$ cat src/rtl/aes_steg_pkg.sv
// Shared definitions for the AES/steganography datapath: block geometry and the
// serial loader state encoding.
package aes_steg_pkg;

  localparam int unsigned AES_BLK_W = 128;
  localparam int unsigned AES_CNT_W = 7;

  typedef enum logic [1:0] {
    StIdle,
    StShift,
    StHold
  } ldr_state_t;

endpackage

$ cat src/rtl/serial_shift_reg.sv
// MSB-first serial-in, parallel-out shift register. It holds its contents
// whenever shift_en is low.
module serial_shift_reg #(
  parameter int unsigned WIDTH = 128
) (
  input  logic             clk,
  input  logic             rst,
  input  logic             shift_en,
  input  logic             bit_in,
  output logic [WIDTH-1:0] data
);

  // Shift the new bit in at the LSB end, so the first bit received ends up as the MSB.
  always_ff @(posedge clk) begin
    if (rst) begin
      data <= '0;
    end else if (shift_en) begin
      data <= {data[WIDTH-2:0], bit_in};
    end
  end

endmodule

$ cat src/rtl/aes_serial_loader.sv
// Deserialises the payload, key and IV bit streams into 128-bit blocks. Each
// completed block is offered to the AES core through a valid/ready handshake.
module aes_serial_loader
  import aes_steg_pkg::*;
#(
  parameter int unsigned WIDTH = AES_BLK_W,
  parameter int unsigned CNT_W = AES_CNT_W
) (
  input  logic             clk,
  input  logic             rst,
  input  logic             s_en,
  input  logic             s_inp,
  input  logic             s_key,
  input  logic             s_init_v,
  input  logic             blk_ready,
  output logic [WIDTH-1:0] blk_state,
  output logic [WIDTH-1:0] blk_key,
  output logic [WIDTH-1:0] blk_iv,
  output logic             blk_valid,
  output logic             flag_sinp,
  output logic [CNT_W-1:0] bit_cnt,
  output logic [7:0]       blk_cnt,
  output logic             overrun
);

  ldr_state_t state_q;
  logic       shift_en;

  // A bit is accepted unless a finished block is still waiting. A transfer in the
  // same cycle frees the registers, so that bit becomes the first bit of the next block.
  always_comb begin
    shift_en = s_en && ((state_q != StHold) || blk_ready);
  end

  serial_shift_reg #(.WIDTH(WIDTH)) u_state_sr (
    .clk      (clk),
    .rst      (rst),
    .shift_en (shift_en),
    .bit_in   (s_inp),
    .data     (blk_state)
  );

  serial_shift_reg #(.WIDTH(WIDTH)) u_key_sr (
    .clk      (clk),
    .rst      (rst),
    .shift_en (shift_en),
    .bit_in   (s_key),
    .data     (blk_key)
  );

  serial_shift_reg #(.WIDTH(WIDTH)) u_iv_sr (
    .clk      (clk),
    .rst      (rst),
    .shift_en (shift_en),
    .bit_in   (s_init_v),
    .data     (blk_iv)
  );

  // Loader FSM with registered handshake, counter and flag outputs.
  always_ff @(posedge clk) begin
    if (rst) begin
      state_q   <= StIdle;
      blk_valid <= 1'b0;
      flag_sinp <= 1'b0;
      bit_cnt   <= '0;
      blk_cnt   <= '0;
      overrun   <= 1'b0;
    end else begin
      flag_sinp <= 1'b0;
      unique case (state_q)
        StIdle: begin
          if (s_en) begin
            bit_cnt <= CNT_W'(1);
            state_q <= StShift;
          end
        end
        StShift: begin
          if (s_en) begin
            if (bit_cnt == CNT_W'(WIDTH - 1)) begin
              bit_cnt   <= '0;
              flag_sinp <= 1'b1;
              blk_valid <= 1'b1;
              state_q   <= StHold;
            end else begin
              bit_cnt <= bit_cnt + CNT_W'(1);
            end
          end
        end
        StHold: begin
          if (blk_ready) begin
            blk_cnt   <= blk_cnt + 8'd1;
            blk_valid <= 1'b0;
            if (s_en) begin
              bit_cnt <= CNT_W'(1);
              state_q <= StShift;
            end else begin
              state_q <= StIdle;
            end
          end else if (s_en) begin
            overrun <= 1'b1;
          end
        end
        default: begin
          state_q <= StIdle;
        end
      endcase
    end
  end

endmodule

$ cat config.mk
export PLATFORM = sky130hd
export DESIGN_NAME = aes_serial_loader
export DESIGN_NICKNAME = d
export VERILOG_FILES = /design/src/rtl/aes_steg_pkg.sv /design/src/rtl/serial_shift_reg.sv /design/src/rtl/aes_serial_loader.sv
export SDC_FILE = /design/constraint.sdc
export NUM_CORES = 1
export LEC_CHECK = 0
export BUFFER_PORTS_ARGS = -buffer_cell sky130_fd_sc_hd__buf_2
export CAP_MARGIN = 20
export CORE_MARGIN = 3
export CORE_UTILIZATION = 55
export DETAILED_ROUTE_END_ITERATION = 10
export GPL_TIMING_DRIVEN = 0
export PLACE_DENSITY_LB_ADDON = 0.15
export RECOVER_POWER = 100
export SLEW_MARGIN = 15
export SYNTH_ARGS = -nofsm -noshare
export SYNTH_HDL_FRONTEND = slang
export SYNTH_SLANG_ARGS = --single-unit
$ cat constraint.sdc
create_clock -name clk -period 4.1 [get_ports clk]
set_input_delay 0.205 -clock clk [delete_from_list [all_inputs] [get_ports clk]]
set_output_delay 0.205 -clock clk [all_outputs]
set_load 0.005 [all_outputs]
==> flow_summary.json <==
{
  "outcome": "finished, final reports clean",
  "drt_pass1_iterations": 5,
  "switching_share_pct": 21.2,
  "final_core_util_pct": 69.5,
  "post-place-ws_ns": 2.20,
  "antenna_left": 0,
  "cp_top_family": "buffers and inverters",
  "final_cells": 2589,
  "rsz0062_at_grt": "no",
  "io_buffers": 407,
  "cp-startpoint": "state_q[0]$_SDFFE_PP0P_",
  "grt_start_max_net_pins": 15,
  "synth_top_family_by_area": "simple AND/OR/NAND/NOR gates",
  "die_x_um": 168,
  "clock_path_buffers": 3,
  "clock_skew_ns": 0.0127,
  "initial_core_util_pct": 56.6,
  "worstPathMaxFanout": 10,
  "final_max_slew_viol_count": 0,
  "slowest_delay_ns": 0.54,
  "async_flop_share_pct": 0,
  "rows": 58,
  "synthSimpleGateAreaFrac_pct": 21.7,
  "cellPowerDensity_nw_per_um2": 462,
  "gp_congestion": 0.834,
  "num_vias": 13325,
  "fin_setup_tns_ns": 0,
  "grt_pass1_vias": 12096,
  "die_area_um2": 28300,
  "ys_seq_elements": 404,
  "drc": 0,
  "syn_area_um2": 14500,
  "p_switching_uw": 1740,
  "cap_violations": 0,
  "synth_compound_area_share_pct": 14.3,
  "relSlewSlack_pct": 57.4,
  "syn_inst": 1772,
  "synth_area_per_cell_um2": 8.16,
  "pwr-share-comb_pct": 3.4,
  "dp_cells": 2509,
  "antenna_found_initial": 0,
  "setup_viol": 0,
  "internal_power_uw": 6460,
  "hp-class": "primary input to register",
  "critical_path_required_ns": 4.55,
  "synth_fp_nets": 1781,
  "clkSinkCount": 404,
  "drt-initial-drc-count": 864,
  "fin_ws_ns": 1.71,
  "clkPwrFrac_pct": 48.7,
  "r2r_start": "state_q[0]$_SDFFE_PP0P_",
  "crit_buf_inv": 3,
  "synth_ff_type": "dfxtp_1",
  "cts_buffers": 41,
  "cpMostUsedCell": "clkbuf_1",
  "clk_latency_ns": 0.52,
  "root_buffer": "clkbuf_16",
  "cts_setup_buffers": 0,
  "pwr-share-seq_pct": 48.0,
  "irDropWorstVdd_uv": 578,
  "routed_via_density": 5.15,
  "path_class": "register to register",
  "start_kind": "register",
  "nNetsFinal": 2235,
  "reg2reg_depth": 7,
  "holdPathStages": 3,
  "ys_types": 33,
  "diodes": 0,
  "muxShareOfSynthArea_pct": 0,
  "cp.depth": 7,
  "synth_edf_count": 0,
  "min_period_ns": 2.39,
  "pin_count": 409,
  "path_cells": "or3b_1, and2_0, clkbuf_1, clkbuf_1, clkbuf_1, nand2_1, a21oi_1",
  "yosys_warnings": 0,
  "hold_viol": 0,
  "cts_resized": 0,
  "grt-ovfl-total": 0,
  "grt.total_usage_pct": 26.4,
  "fmax_mhz": 418,
  "ys_seq_area_share_pct": 55.9,
  "endpoint_kind": "register",
  "min_from": "blk_ready",
  "arrival_ns": 2.84,
  "htreeDepth": 2,
  "grt_pass1_wl_um": 62400,
  "core-area_um2": 25500,
  "cts_tree": "built",
  "wl_per_cell_um": 15.2,
  "syn_to_final_growth_pct": 22.9,
  "synth_fa_ha_area_share_pct": 0.173,
  "drive_above_1_share_pct": 10.8,
  "cp_slowest_cell": "clkbuf_1",
  "tightestPinTransition_ns": 0.639,
  "fin_crit_sh_pct": 58.3,
  "p_leak_uw": 0.00627,
  "dpl.hpwl_um": 28000,
  "clk_pin_slew_ns": 0.06,
  "routed_wl_um": 39400,
  "synth-xor-area-share_pct": 0.363,
  "die_h_um": 168
}
## cell families (layout without fill, tap and decap cells)
logic type	after synthesis	in the layout
and+or+nand+nor	816	816
AOI/OAI and AO/OA	408	408
DFF	404	404
buffers and inverters	136	623
xor gates and xnor gates	6	6
adders and majority gates	2	2
## final cells by class
type | count | area [um2]
Tap cell | 330 | 413
Clock inverter | 17 | 244
Timing Repair Buffer | 411 | 1730
Inverter | 5 | 18.8
Buffer | 131 | 768
Multi-Input combinational cell | 1232 | 5270
Sequential cell | 404 | 8090
Fill cell | 2235 | 7780
Clock buffer | 59 | 1230
## timing repair
item                                    in CTS  in global routing
endpoints found under the hold margin        4                  0
endpoints found under the setup margin       0                  0
hold buffers                                 4                  0
## per-stage QoR
stage | instance area, um2 | hold WS, ns | power [uW]
after global placement | 16900 | 0.443 | 4330
after global routing | 17800 | 0.124 | 8450
after CTS | 18400 | 0.0338 | 8290
final | 17800 | 0.111 | 8200
after floorplan | 14500 | 0.341 | 4250
after detailed placement | 16900 | 0.445 | 4330
## cell usage after synthesis (all sizes together), types with 3 or more instances
library cell	number	area (um2)
xnor2	3	26.3
xor2	3	26.3
nand3	5	25.0
inv	5	18.8
a21oi	395	1980
o21ai	6	30.0
dfxtp	404	8090
nand4	4	25.0
nand3b	3	22.5
clkbuf	48	180
nor3	3	15.0
nor2	14	52.6
buf	83	896
nand2	776	2920
## tightest hold or removal path, cell delays in order
cell and delay, ns:
buf_2 0.11, or3b_1 0.18, a21oi_1 0.08
## state kept, by name (all words and copies together) (netlist names)
name,cells
overrun,1
bit_cnt,7
flag_sinp,1
blk_cnt,8
state_q,2
u_iv_sr.data,128
blk_valid,1
u_key_sr.data,128
u_state_sr.data,128
## per-layer routing
metal	wire (um)	up-vias	track usage (%)
met4	1490	0	10.5
met1	15600	6153	32.2
met3	3550	90	8.17
met2	18700	459	44.0
li1	-	6623	-
met5	0	-	0
## cells in the final DEF, fill, tap and decap left out, types with 5 or more instances in the layout
master | netlist | routed
buf_6 | 74 | 33
nand3_1 | 5 | 5
nor2_1 | 14 | 14
clkbuf_8 | 0 | 9
nand2_1 | 775 | 775
a21oi_1 | 395 | 395
clkbuf_16 | 0 | 43
buf_2 | 2 | 133
buf_4 | 7 | 7
o21ai_0 | 6 | 6
bufinv_16 | 0 | 6
clkinv_2 | 0 | 8
inv_1 | 5 | 5
clkbuf_1 | 48 | 370
dfxtp_1 | 404 | 404
## power groups by stage
| stage | combinational (uW) | sequential [uW] | clock [uW] |
|---|---|---|---|
| floorplan | 228 | 4020 | 0 |
| global placement | 305 | 4020 | 0 |
| detailed placement | 306 | 4020 | 0 |
| CTS | 311 | 3930 | 4050 |
| global route | 306 | 3930 | 4210 |
| finish | 275 | 3930 | 3990 |
## final timing paths
kind                                                  endpoint  slack, ns
worst min-delay path                   state_q[1]$_SDFFE_PP0P_       0.11
worst max-delay path            u_iv_sr.data[105]$_SDFFE_PP0P_       1.71
worst min register to register  u_iv_sr.data[127]$_SDFFE_PP0P_       0.46
worst max register to register  u_iv_sr.data[105]$_SDFFE_PP0P_       1.71
(Power assumes the default switching activity.)
